[src/rtl/mem_stage_pkg.sv]
// mem_stage_pkg: opcode constants, load/store size codes and FSM states shared by the memory stage.
package mem_stage_pkg;
  localparam logic [4:0] OP_LOAD  = 5'b00000;
  localparam logic [4:0] OP_STORE = 5'b01000;
  typedef enum logic [2:0] {
    F3_B  = 3'b000,
    F3_H  = 3'b001,
    F3_W  = 3'b010,
    F3_D  = 3'b011,
    F3_BU = 3'b100,
    F3_HU = 3'b101,
    F3_WU = 3'b110
  } funct3_e;
  typedef enum logic {IDLE, WAIT} state_e;
endpackage

[src/rtl/mem_lane_align.sv]
// mem_lane_align: store lane steering, byte enables, load extraction/extension and access legality.
// Sub-word accesses only with MEM_STAGE_SUBWORD_EN; otherwise every access is full width.
module mem_lane_align
  import mem_stage_pkg::*;
#(
  parameter int DATA_W = 32,
  localparam int NB = DATA_W / 8,
  localparam int OFF_W = $clog2(NB)
) (
  input  logic [2:0]        funct3,
  input  logic [OFF_W-1:0]  offset,
  input  logic              is_store,
  input  logic [DATA_W-1:0] wdata,
  input  logic [DATA_W-1:0] rdata,
  output logic [DATA_W-1:0] wdata_lane,
  output logic [DATA_W-1:0] rdata_ext,
  output logic [NB-1:0]     be,
  output logic              legal
);
`ifdef MEM_STAGE_SUBWORD_EN
  localparam int IW = $clog2(DATA_W);
  funct3_e f3;
  logic legal_f3;
  logic sign;
  logic [DATA_W-1:0] shifted;
  assign f3 = funct3_e'(funct3);
  assign legal_f3 = is_store ? (f3 inside {F3_B, F3_H, F3_W} || (f3 == F3_D && DATA_W == 64))
                             : (f3 inside {F3_B, F3_H, F3_W, F3_BU, F3_HU} ||
                                (f3 inside {F3_WU, F3_D} && DATA_W == 64));
  assign shifted = rdata >> {offset, 3'b000};
  always_comb begin
    int sz;
    int bits;
    int off;
    sz = 1 << funct3[1:0];
    bits = 8 * sz;
    off = int'(offset);
    legal = legal_f3 && ((off & (sz - 1)) == 0);
    sign = !funct3[2] && shifted[IW'((bits > DATA_W ? DATA_W : bits) - 1)];
    for (int j = 0; j < DATA_W; j++) rdata_ext[j] = (j < bits) ? shifted[j] : sign;
    for (int i = 0; i < NB; i++) begin
      wdata_lane[8*i +: 8] = funct3[1:0] == 2'd0 ? wdata[7:0] :
                             funct3[1:0] == 2'd1 ? wdata[8*(i%2) +: 8] :
                             funct3[1:0] == 2'd2 ? wdata[8*(i%4) +: 8] : wdata[8*i +: 8];
      be[i] = is_store && legal && i >= off && i < off + sz;
    end
  end
`else
  logic unused_funct3;
  assign unused_funct3 = ^funct3;
  assign legal = offset == '0;
  assign wdata_lane = wdata;
  assign rdata_ext = rdata;
  assign be = is_store ? '1 : '0;
`endif
endmodule

[src/rtl/mem_stage.sv]
// mem_stage: load/store/pass-through pipeline stage with a two-state memory handshake FSM.
// Define MEM_STAGE_SUBWORD_EN for byte/halfword/word accesses; default is full-width only.
module mem_stage
  import mem_stage_pkg::*;
#(
  parameter int DATA_W = 32,
  parameter int ADDR_W = 32,
  parameter int OP_W   = 5
) (
  input  logic                clk,
  input  logic                rst_n,
  input  logic                valid_i,
  input  logic [OP_W-1:0]     opcode_i,
  input  logic [2:0]          funct3_i,
  input  logic [ADDR_W-1:0]   addr_i,
  input  logic [DATA_W-1:0]   wdata_i,
  output logic                ready_o,
  output logic                mem_req_o,
  output logic                mem_we_o,
  output logic [ADDR_W-1:0]   mem_addr_o,
  output logic [DATA_W-1:0]   mem_wdata_o,
  output logic [DATA_W/8-1:0] mem_be_o,
  input  logic                mem_ready_i,
  input  logic [DATA_W-1:0]   mem_rdata_i,
  output logic                valid_o,
  output logic [OP_W-1:0]     opcode_o,
  output logic [DATA_W-1:0]   data_o,
  output logic                misalign_o
);
  localparam int NB = DATA_W / 8;
  localparam int OFF_W = $clog2(NB);
  state_e state, state_d;
  logic in_wait, is_load, is_store, is_mem, legal, hit, mem_req;
  logic valid_d, misalign_d;
  logic [OP_W-1:0] opcode_q, cur_op, opcode_d;
  logic [2:0] funct3_q, cur_f3;
  logic [ADDR_W-1:0] addr_q, cur_addr;
  logic [DATA_W-1:0] wdata_q, cur_wdata, rdata_ext, data_d;
  // While waiting, the access is replayed from the captured copy so upstream may change freely.
  assign in_wait = state == WAIT;
  assign cur_op = in_wait ? opcode_q : opcode_i;
  assign cur_f3 = in_wait ? funct3_q : funct3_i;
  assign cur_addr = in_wait ? addr_q : addr_i;
  assign cur_wdata = in_wait ? wdata_q : wdata_i;
  assign is_load = cur_op == OP_W'(OP_LOAD);
  assign is_store = cur_op == OP_W'(OP_STORE);
  assign is_mem = is_load || is_store;
  assign hit = is_mem && legal;
  mem_lane_align #(.DATA_W(DATA_W)) u_align (
    .funct3     (cur_f3),
    .offset     (cur_addr[OFF_W-1:0]),
    .is_store   (is_store),
    .wdata      (cur_wdata),
    .rdata      (mem_rdata_i),
    .wdata_lane (mem_wdata_o),
    .rdata_ext  (rdata_ext),
    .be         (mem_be_o),
    .legal      (legal)
  );
  assign mem_addr_o = {cur_addr[ADDR_W-1:OFF_W], {OFF_W{1'b0}}};
  assign mem_req_o = mem_req && rst_n;
  assign mem_we_o = mem_req_o && is_store;
  always_comb begin
    state_d = state;
    valid_d = 1'b0;
    opcode_d = opcode_o;
    data_d = data_o;
    misalign_d = 1'b0;
    mem_req = 1'b0;
    ready_o = 1'b0;
    if (in_wait) begin
      mem_req = 1'b1;
      if (mem_ready_i) begin
        state_d = IDLE;
        valid_d = 1'b1;
        opcode_d = opcode_q;
        data_d = is_load ? rdata_ext : '0;
      end
    end else begin
      ready_o = !(valid_i && hit && !mem_ready_i);
      if (valid_i) begin
        mem_req = hit;
        state_d = (hit && !mem_ready_i) ? WAIT : IDLE;
        if (!hit || mem_ready_i) begin
          valid_d = 1'b1;
          opcode_d = opcode_i;
          misalign_d = is_mem && !legal;
          data_d = !is_mem ? DATA_W'(addr_i) : (is_load && legal) ? rdata_ext : '0;
        end
      end
    end
  end
  always_ff @(posedge clk or negedge rst_n) begin
    if (!rst_n) begin
      state <= IDLE;
      valid_o <= 1'b0;
      opcode_o <= '0;
      data_o <= '0;
      misalign_o <= 1'b0;
      opcode_q <= '0;
      funct3_q <= 3'b000;
      addr_q <= '0;
      wdata_q <= '0;
    end else begin
      state <= state_d;
      valid_o <= valid_d;
      opcode_o <= opcode_d;
      data_o <= data_d;
      misalign_o <= misalign_d;
      if (!in_wait) begin
        opcode_q <= opcode_i;
        funct3_q <= funct3_i;
        addr_q <= addr_i;
        wdata_q <= wdata_i;
      end
    end
  end
endmodule

[config.mk]
export PLATFORM = sky130hd
export DESIGN_NAME = mem_stage
export DESIGN_NICKNAME = d
export VERILOG_FILES = /design/src/rtl/mem_stage_pkg.sv /design/src/rtl/mem_lane_align.sv /design/src/rtl/mem_stage.sv
export SDC_FILE = /design/constraint.sdc
export NUM_CORES = 1
export LEC_CHECK = 0
export CAP_MARGIN = 25
export CORE_MARGIN = 4
export CORE_UTILIZATION = 40
export CTS_CLUSTER_DIAMETER = 50
export DETAILED_ROUTE_END_ITERATION = 10
export HOLD_SLACK_MARGIN = 0.1
export PLACE_DENSITY = 0.74
export SLEW_MARGIN = 20
export SYNTH_ARGS = -nofsm -noshare
export SYNTH_HDL_FRONTEND = slang
export SYNTH_HIERARCHICAL = 1
export SYNTH_SLANG_ARGS = --single-unit
[constraint.sdc]
create_clock -name clk -period 6.5 [get_ports clk]
set_input_delay 1.3 -clock clk [delete_from_list [all_inputs] [get_ports clk]]
set_output_delay 1.3 -clock clk [all_outputs]
set_load 0.05 [all_outputs]
==> results of run 1 <==
-- critical path, cell delays in order --
cell and delay, ps:
sky130_fd_sc_hd__clkdlybuf4s50_1 450, sky130_fd_sc_hd__or4_4 590, sky130_fd_sc_hd__nor2_1 110, sky130_fd_sc_hd__a21oi_1 70, sky130_fd_sc_hd__nor4b_1 350, sky130_fd_sc_hd__clkdlybuf4s50_1 860
-- through the flow --
stage | instance area, um^2 | worst slack, ps
floorplan | 5550 | 1520
global placement | 7020 | 1480
detailed placement | 7040 | 1480
CTS | 7340 | 1470
global route | 7370 | 1400
finish | 7370 | 1460
-- cell usage in the layout (no fill, tap or decap), types with 3 or more instances in the layout --
cell type / count
sky130_fd_sc_hd__a211oi_1: 32
sky130_fd_sc_hd__a21oi_1: 35
sky130_fd_sc_hd__buf_4: 5
sky130_fd_sc_hd__clkbuf_16: 9
sky130_fd_sc_hd__clkdlybuf4s50_1: 211
sky130_fd_sc_hd__dfrtp_1: 108
sky130_fd_sc_hd__mux2_1: 4
sky130_fd_sc_hd__mux2_2: 68
sky130_fd_sc_hd__nand2_1: 34
sky130_fd_sc_hd__nor2_1: 38
sky130_fd_sc_hd__nor2b_1: 3
sky130_fd_sc_hd__o21ai_2: 30
-- sequential cells by signal, indices dropped and copies added, names as in the netlist --
name / cells
in_wait: 1
misalign_o: 1
addr_q: 32
data_o: 32
wdata_q: 32
opcode_q: 5
valid_o: 1
opcode_o: 5
-- layer usage --
metal	up-vias	track usage, %
li1	1821	-
met3	23	7.28
met2	170	28.7
met5	-	0
met1	1926	20.4
met4	0	6.63
-- path summary, 6_finish.rpt --
check                       startpoint     endpoint  slack (ps)  cells after the start
max                        opcode_i[1]     mem_we_o        1460                      6
min                         addr_q[13]   addr_q[13]         490                      1
max reg2reg                    in_wait    data_o[0]        3150                      6
min reg2reg                 addr_q[13]   addr_q[13]         490                      1
max in group asynchronous        rst_n  opcode_q[4]        4500                      3
min in group asynchronous        rst_n  opcode_q[1]         930                      1
-- power by group --
part	internal (W)	switching (W)	total, W
sequential	0.000727	0.0000204	0.000747
combinational	0.000179	0.000272	0.000452
clock	0.000318	0.000236	0.000555
-- layout make-up --
type                    count  area (um^2)  area share (%)
well taps                 176          220            2.99
repair buffers            218         2200            29.8
multi-input cells         263         1920            26.0
flip-flops and latches    109         2730            37.1
clock inverters             3         45.0           0.611
clock buffers              12          256            3.48
inverters                   1         3.75          0.0509
==> tab_implementation.tex, run 1 <==
\begin{tabular}{lr}
\hline
Metric & Value \\
\hline
\multicolumn{2}{l}{\textbf{Drt}} \\
Uppermost layer routed & met4 \\
Detailed-routing iteration count for the pre-antenna-repair pass & 4 \\
Met1 WL & 5.62 mm \\
Routed wire length & 13.8 mm \\
Total number of vias & 3940 \\
Routed wire per std cell & 17.7 um \\
Detailed-route vias per instance & 5.04 \\
Detailed route wirelength on metal2 & 6.56 mm \\
Met3 wire len & 1.29 mm \\
DRC violations left & 0 \\
Starting DRC count in detailed routing & 185 \\
Antenna Violating Nets Remaining & 0 \\
\multicolumn{2}{l}{\textbf{Layout}} \\
Finished Core Util & 55.0\% \\
Count of placed standard cells in the final layout, fillers left out & 782 \\
Net count, final & 710 \\
Area delta synth->final & 33.0\% \\
Inserted Diodes & 0 \\
Count of fill cells added during filler insertion & 1152 \\
Proportion of layout cells with a drive suffix above 1 & 20.6\% \\
\multicolumn{2}{l}{\textbf{Synthesis}} \\
Count of mapped cells out of synthesis & 501 \\
Warning count from the yosys run & 6 \\
Cell area after synthesis & 5540 um\^{}2 \\
Syn Area/Cell & 11.1 um\^{}2 \\
\multicolumn{2}{l}{\textbf{Global routing}} \\
Antenna violations before repair & 0 \\
Pin count of the biggest net entering global routing & 79 \\
Total global routing track utilization & 17.5\% \\
Total overflow reported by the global router & 0 \\
Vias in the first global route & 4296 \\
First-pass GRT wire length & 22.2 mm \\
\multicolumn{2}{l}{\textbf{STA}} \\
Number of setup violations in the final report & 0 \\
Worst-case headroom to the max-slew limit & 32.2\% \\
Final-layout setup total negative slack & 0 ps \\
Peak clock frequency supported by timing & 198 MHz \\
Final-report hold violation count & 0 \\
Clk\_skew & 6.20 ps \\
Final critical delay including setup and external delays & 5040 ps \\
Worst-Margin Slew & 1020 ps \\
Share of the cycle needed by the critical path after routing & 77.5\% \\
Unrepaired setup endpoints after global routing & no \\
Max-slew violation count & 0 \\
Hold WS & 493 ps \\
\multicolumn{2}{l}{\textbf{Power and ir drop}} \\
Power density over the cells & 238 nW/um\^{}2 \\
Peak supply drop & 123 uV \\
Total power & 0.00175 W \\
Leakage & 2.90 nW \\
\multicolumn{2}{l}{\textbf{Die}} \\
Initial core utilization & 41.4\% \\
Total core area & 13400 um\^{}2 \\
Die width & 126 um \\
Std-Cell Rows & 42 \\
Total I/O pin count & 218 \\
Die footprint & 15800 um\^{}2 \\
Floorplan die height & 126 um \\
\multicolumn{2}{l}{\textbf{Worst hold path}} \\
Worst hold path type & register to register \\
\multicolumn{2}{l}{\textbf{Clock tree}} \\
Largest buffer count on any clock path & 2 \\
Clock-pin slew on the worst setup and hold paths & 70 ps \\
CTS Hold Buffers Added & 0 \\
Library cell used as clock root buffer & sky130\_fd\_sc\_hd\_\_clkbuf\_16 \\
\# clock sinks & 109 \\
TritonCTS clock tree & built \\
H-tree level count & 3 \\
Post-cts resize count & 0 \\
Latest clock arrival within the worst-skew pair & 340 ps \\
Post-CTS setup buffers & 0 \\
Num CTS Buffers & 9 \\
\multicolumn{2}{l}{\textbf{Setup path}} \\
Highest fanout seen on the critical path & 5 \\
Critical Path Source Type & input pin \\
Critical path start-end classification & input pin to output port \\
Critical path arrival & 3740 ps \\
Worst endpoint required time & 5200 ps \\
Critical Path Sink Type & output port \\
\multicolumn{2}{l}{\textbf{Run status}} \\
Run status & finished, final reports clean \\
\multicolumn{2}{l}{\textbf{Place}} \\
HPWL reported at the end of detailed placement & 9.59 mm \\
Final estimated routing congestion in global placement & 0.797 \\
Input/output buffers & 212 \\
Inst Count DP & 766 \\
\multicolumn{2}{l}{\textbf{Run}} \\
MaxCap Viol Count & 0 \\
\hline
\end{tabular}
No activity file was read; power rests on OpenSTA's default activity.
==> run 2: changes to the inputs <==
--- a/config.mk
+++ b/config.mk
@@ -11,7 +11,7 @@
 export CTS_CLUSTER_DIAMETER = 50
 export DETAILED_ROUTE_END_ITERATION = 10
 export HOLD_SLACK_MARGIN = 0.1
-export PLACE_DENSITY = 0.74
+export PLACE_DENSITY = 0.77
 export SLEW_MARGIN = 20
 export SYNTH_ARGS = -nofsm -noshare
 export SYNTH_HDL_FRONTEND = slang
==> constraint.sdc (replaced) <==
create_clock -name clk -period 4.5 [get_ports clk]
set_input_delay 0.9 -clock clk [delete_from_list [all_inputs] [get_ports clk]]
set_output_delay 0.9 -clock clk [all_outputs]
set_load 0.05 [all_outputs]
==> tab_implementation.tex, run 2 (same netlist as run 1, synthesis figures left out) <==
\begin{tabular}{lr}
\hline
Metric & Value \\
\hline
\multicolumn{2}{l}{\textbf{Setup path}} \\
Cell type group with the largest total delay on the critical path & buffers and inverters \\
List of cells traversed by the critical path & clkdlybuf4s50\_1 -> or4\_4 -> nor2\_1 -> a21oi\_1 -> nor2\_1 -> clkdlybuf4s50\_1 \\
Critical path arrival & 3180 ps \\
Highest fanout seen on the critical path & 5 \\
Max stage delay on crit path & 860 ps \\
CP max-delay cell & sky130\_fd\_sc\_hd\_\_clkdlybuf4s50\_1 \\
Critical Path Sink Type & output port \\
Total buffers and inverters traversed by the critical path & 2 \\
Critical Path Source Type & input pin \\
Critical path start-end classification & input pin to output port \\
Worst endpoint required time & 3600 ps \\
\multicolumn{2}{l}{\textbf{Power and ir drop}} \\
Peak supply drop & 278 uV \\
Logic pwr share & 24.9\% \\
Switching power & 0.000779 W \\
Clk network pwr share & 33.7\% \\
Fraction of power spent switching nets & 29.9\% \\
Power share of the sequential group & 41.5\% \\
Leakage & 2.91 nW \\
Power Internal & 0.00182 W \\
Power density over the cells & 353 nW/um\^{}2 \\
\multicolumn{2}{l}{\textbf{Global routing}} \\
Pin count of the biggest net entering global routing & 72 \\
Total global routing track utilization & 17.4\% \\
Total overflow reported by the global router & 0 \\
First-pass GRT wire length & 22.4 mm \\
Antenna violations before repair & 0 \\
Vias in the first global route & 4308 \\
\multicolumn{2}{l}{\textbf{STA}} \\
Final-layout setup total negative slack & 0 ps \\
Worst-case headroom to the max-slew limit & 31.2\% \\
Hold WS & 494 ps \\
Worst-Margin Slew & 1030 ps \\
Max-slew violation count & 0 \\
Unrepaired setup endpoints after global routing & no \\
Number of setup violations in the final report & 0 \\
Clk\_skew & 7.54 ps \\
Share of the cycle needed by the critical path after routing & 90.8\% \\
Final-report hold violation count & 0 \\
Peak clock frequency supported by timing & 245 MHz \\
Final critical delay including setup and external delays & 4080 ps \\
\multicolumn{2}{l}{\textbf{Layout}} \\
Inserted Diodes & 0 \\
Proportion of layout cells with a drive suffix above 1 & 21.1\% \\
Most common cell after layout, fill and taps aside & sky130\_fd\_sc\_hd\_\_clkdlybuf4s50\_1 \\
Area delta synth->final & 33.1\% \\
Count of fill cells added during filler insertion & 1127 \\
Largest registers ranked by flip-flop count & addr\_q x32, data\_o x32, wdata\_q x32 \\
Net count, final & 711 \\
Count of placed standard cells in the final layout, fillers left out & 784 \\
Most frequent cells in the layout & sky130\_fd\_sc\_hd\_\_clkdlybuf4s50\_1, sky130\_fd\_sc\_hd\_\_dfrtp\_1, sky130\_fd\_sc\_hd\_\_mux2\_2 \\
\multicolumn{2}{l}{\textbf{Clock tree}} \\
CTS Hold Buffers Added & 0 \\
H-tree level count & 3 \\
Largest buffer count on any clock path & 2 \\
Library cell used as clock root buffer & sky130\_fd\_sc\_hd\_\_clkbuf\_16 \\
Clock-pin slew on the worst setup and hold paths & 70 ps \\
Latest clock arrival within the worst-skew pair & 350 ps \\
Post-CTS setup buffers & 0 \\
TritonCTS clock tree & built \\
Num CTS Buffers & 9 \\
\# clock sinks & 109 \\
Post-cts resize count & 0 \\
\multicolumn{2}{l}{\textbf{Die}} \\
Std-Cell Rows & 42 \\
Floorplan die height & 126 um \\
Die width & 126 um \\
Total core area & 13400 um\^{}2 \\
Initial core utilization & 41.4\% \\
Total I/O pin count & 218 \\
Die footprint & 15800 um\^{}2 \\
\multicolumn{2}{l}{\textbf{Worst hold path}} \\
Worst hold path type & register to register \\
\multicolumn{2}{l}{\textbf{Drt}} \\
Antenna Violating Nets Remaining & 0 \\
Routed wire per std cell & 17.7 um \\
Routed wire length & 13.8 mm \\
Detailed-route vias per instance & 4.99 \\
Detailed-routing iteration count for the pre-antenna-repair pass & 4 \\
DRC violations left & 0 \\
Total number of vias & 3916 \\
Starting DRC count in detailed routing & 204 \\
\multicolumn{2}{l}{\textbf{Place}} \\
HPWL reported at the end of detailed placement & 9.70 mm \\
Inst Count DP & 768 \\
Input/output buffers & 212 \\
Final estimated routing congestion in global placement & 0.806 \\
\multicolumn{2}{l}{\textbf{Run}} \\
MaxCap Viol Count & 0 \\
\multicolumn{2}{l}{\textbf{Run status}} \\
Run status & finished, final reports clean \\
\hline
\end{tabular}
==> run 2: layout make-up <==
type / count / area, um^2 / share of cell area [%]
sequential: 109 / 2730 / 37.0
timing repair buffer: 219 / 2170 / 29.4
multi-input combinational: 263 / 1920 / 26.0
clock buffer: 11 / 253 / 3.43
tap: 176 / 220 / 2.99
clock inverter: 5 / 81.3 / 1.10
inverter: 1 / 3.75 / 0.0509
==> run 2: final timing paths <==
| kind | startpoint | end | slack (ps) | depth (start not counted) |
|---|---|---|---|---|
| worst max-delay path | opcode_i[1] | mem_be_o[3] | 420 | 6 |
| worst min-delay path | addr_q[12] | addr_q[12] | 490 | 1 |
| worst max register to register | in_wait | data_o[24] | 1330 | 6 |
| worst min register to register | addr_q[12] | addr_q[12] | 490 | 1 |
| max in group asynchronous | rst_n | in_wait | 2620 | 2 |
| min in group asynchronous | rst_n | addr_q[27] | 520 | 1 |
==> run 2: metrics by stage <==
| step | power [W] | worst slack [ps] | instance area [um^2] | utilization, % |
|---|---|---|---|---|
| 6_report | 0.00260 | 416 | 7380 | 55.0 |
| 5_1_grt | 0.00271 | 314 | 7380 | 55.0 |
| 4_1_cts | 0.00264 | 414 | 7380 | 55.0 |
| 3_5_place_dp | 0.00175 | 412 | 7040 | 52.5 |
| 3_3_place_gp | 0.00174 | 459 | 7040 | 52.5 |
| 2_1_floorplan | 0.00152 | 267 | 5550 | - |
==> run 2: metal layers <==
layer  up-vias  part of all wire [%]  global-route usage [%]
met3        14                   8.3                    6.69
met5         -                     0                       0
met2       175                    50                    29.7
met1      1905                    40                    20.5
li1       1822                     -                       -
met4         0                   1.4                    4.78
==> run 2: power groups by stage <==
stage / clock network (W) / logic (W) / registers, W
5_1_grt: 0.000940 / 0.000680 / 0.00109
2_1_floorplan: 0 / 0.000296 / 0.00123
6_report: 0.000876 / 0.000647 / 0.00108
4_1_cts: 0.000904 / 0.000654 / 0.00108
3_3_place_gp: 0 / 0.000646 / 0.00109
3_5_place_dp: 0 / 0.000652 / 0.00110
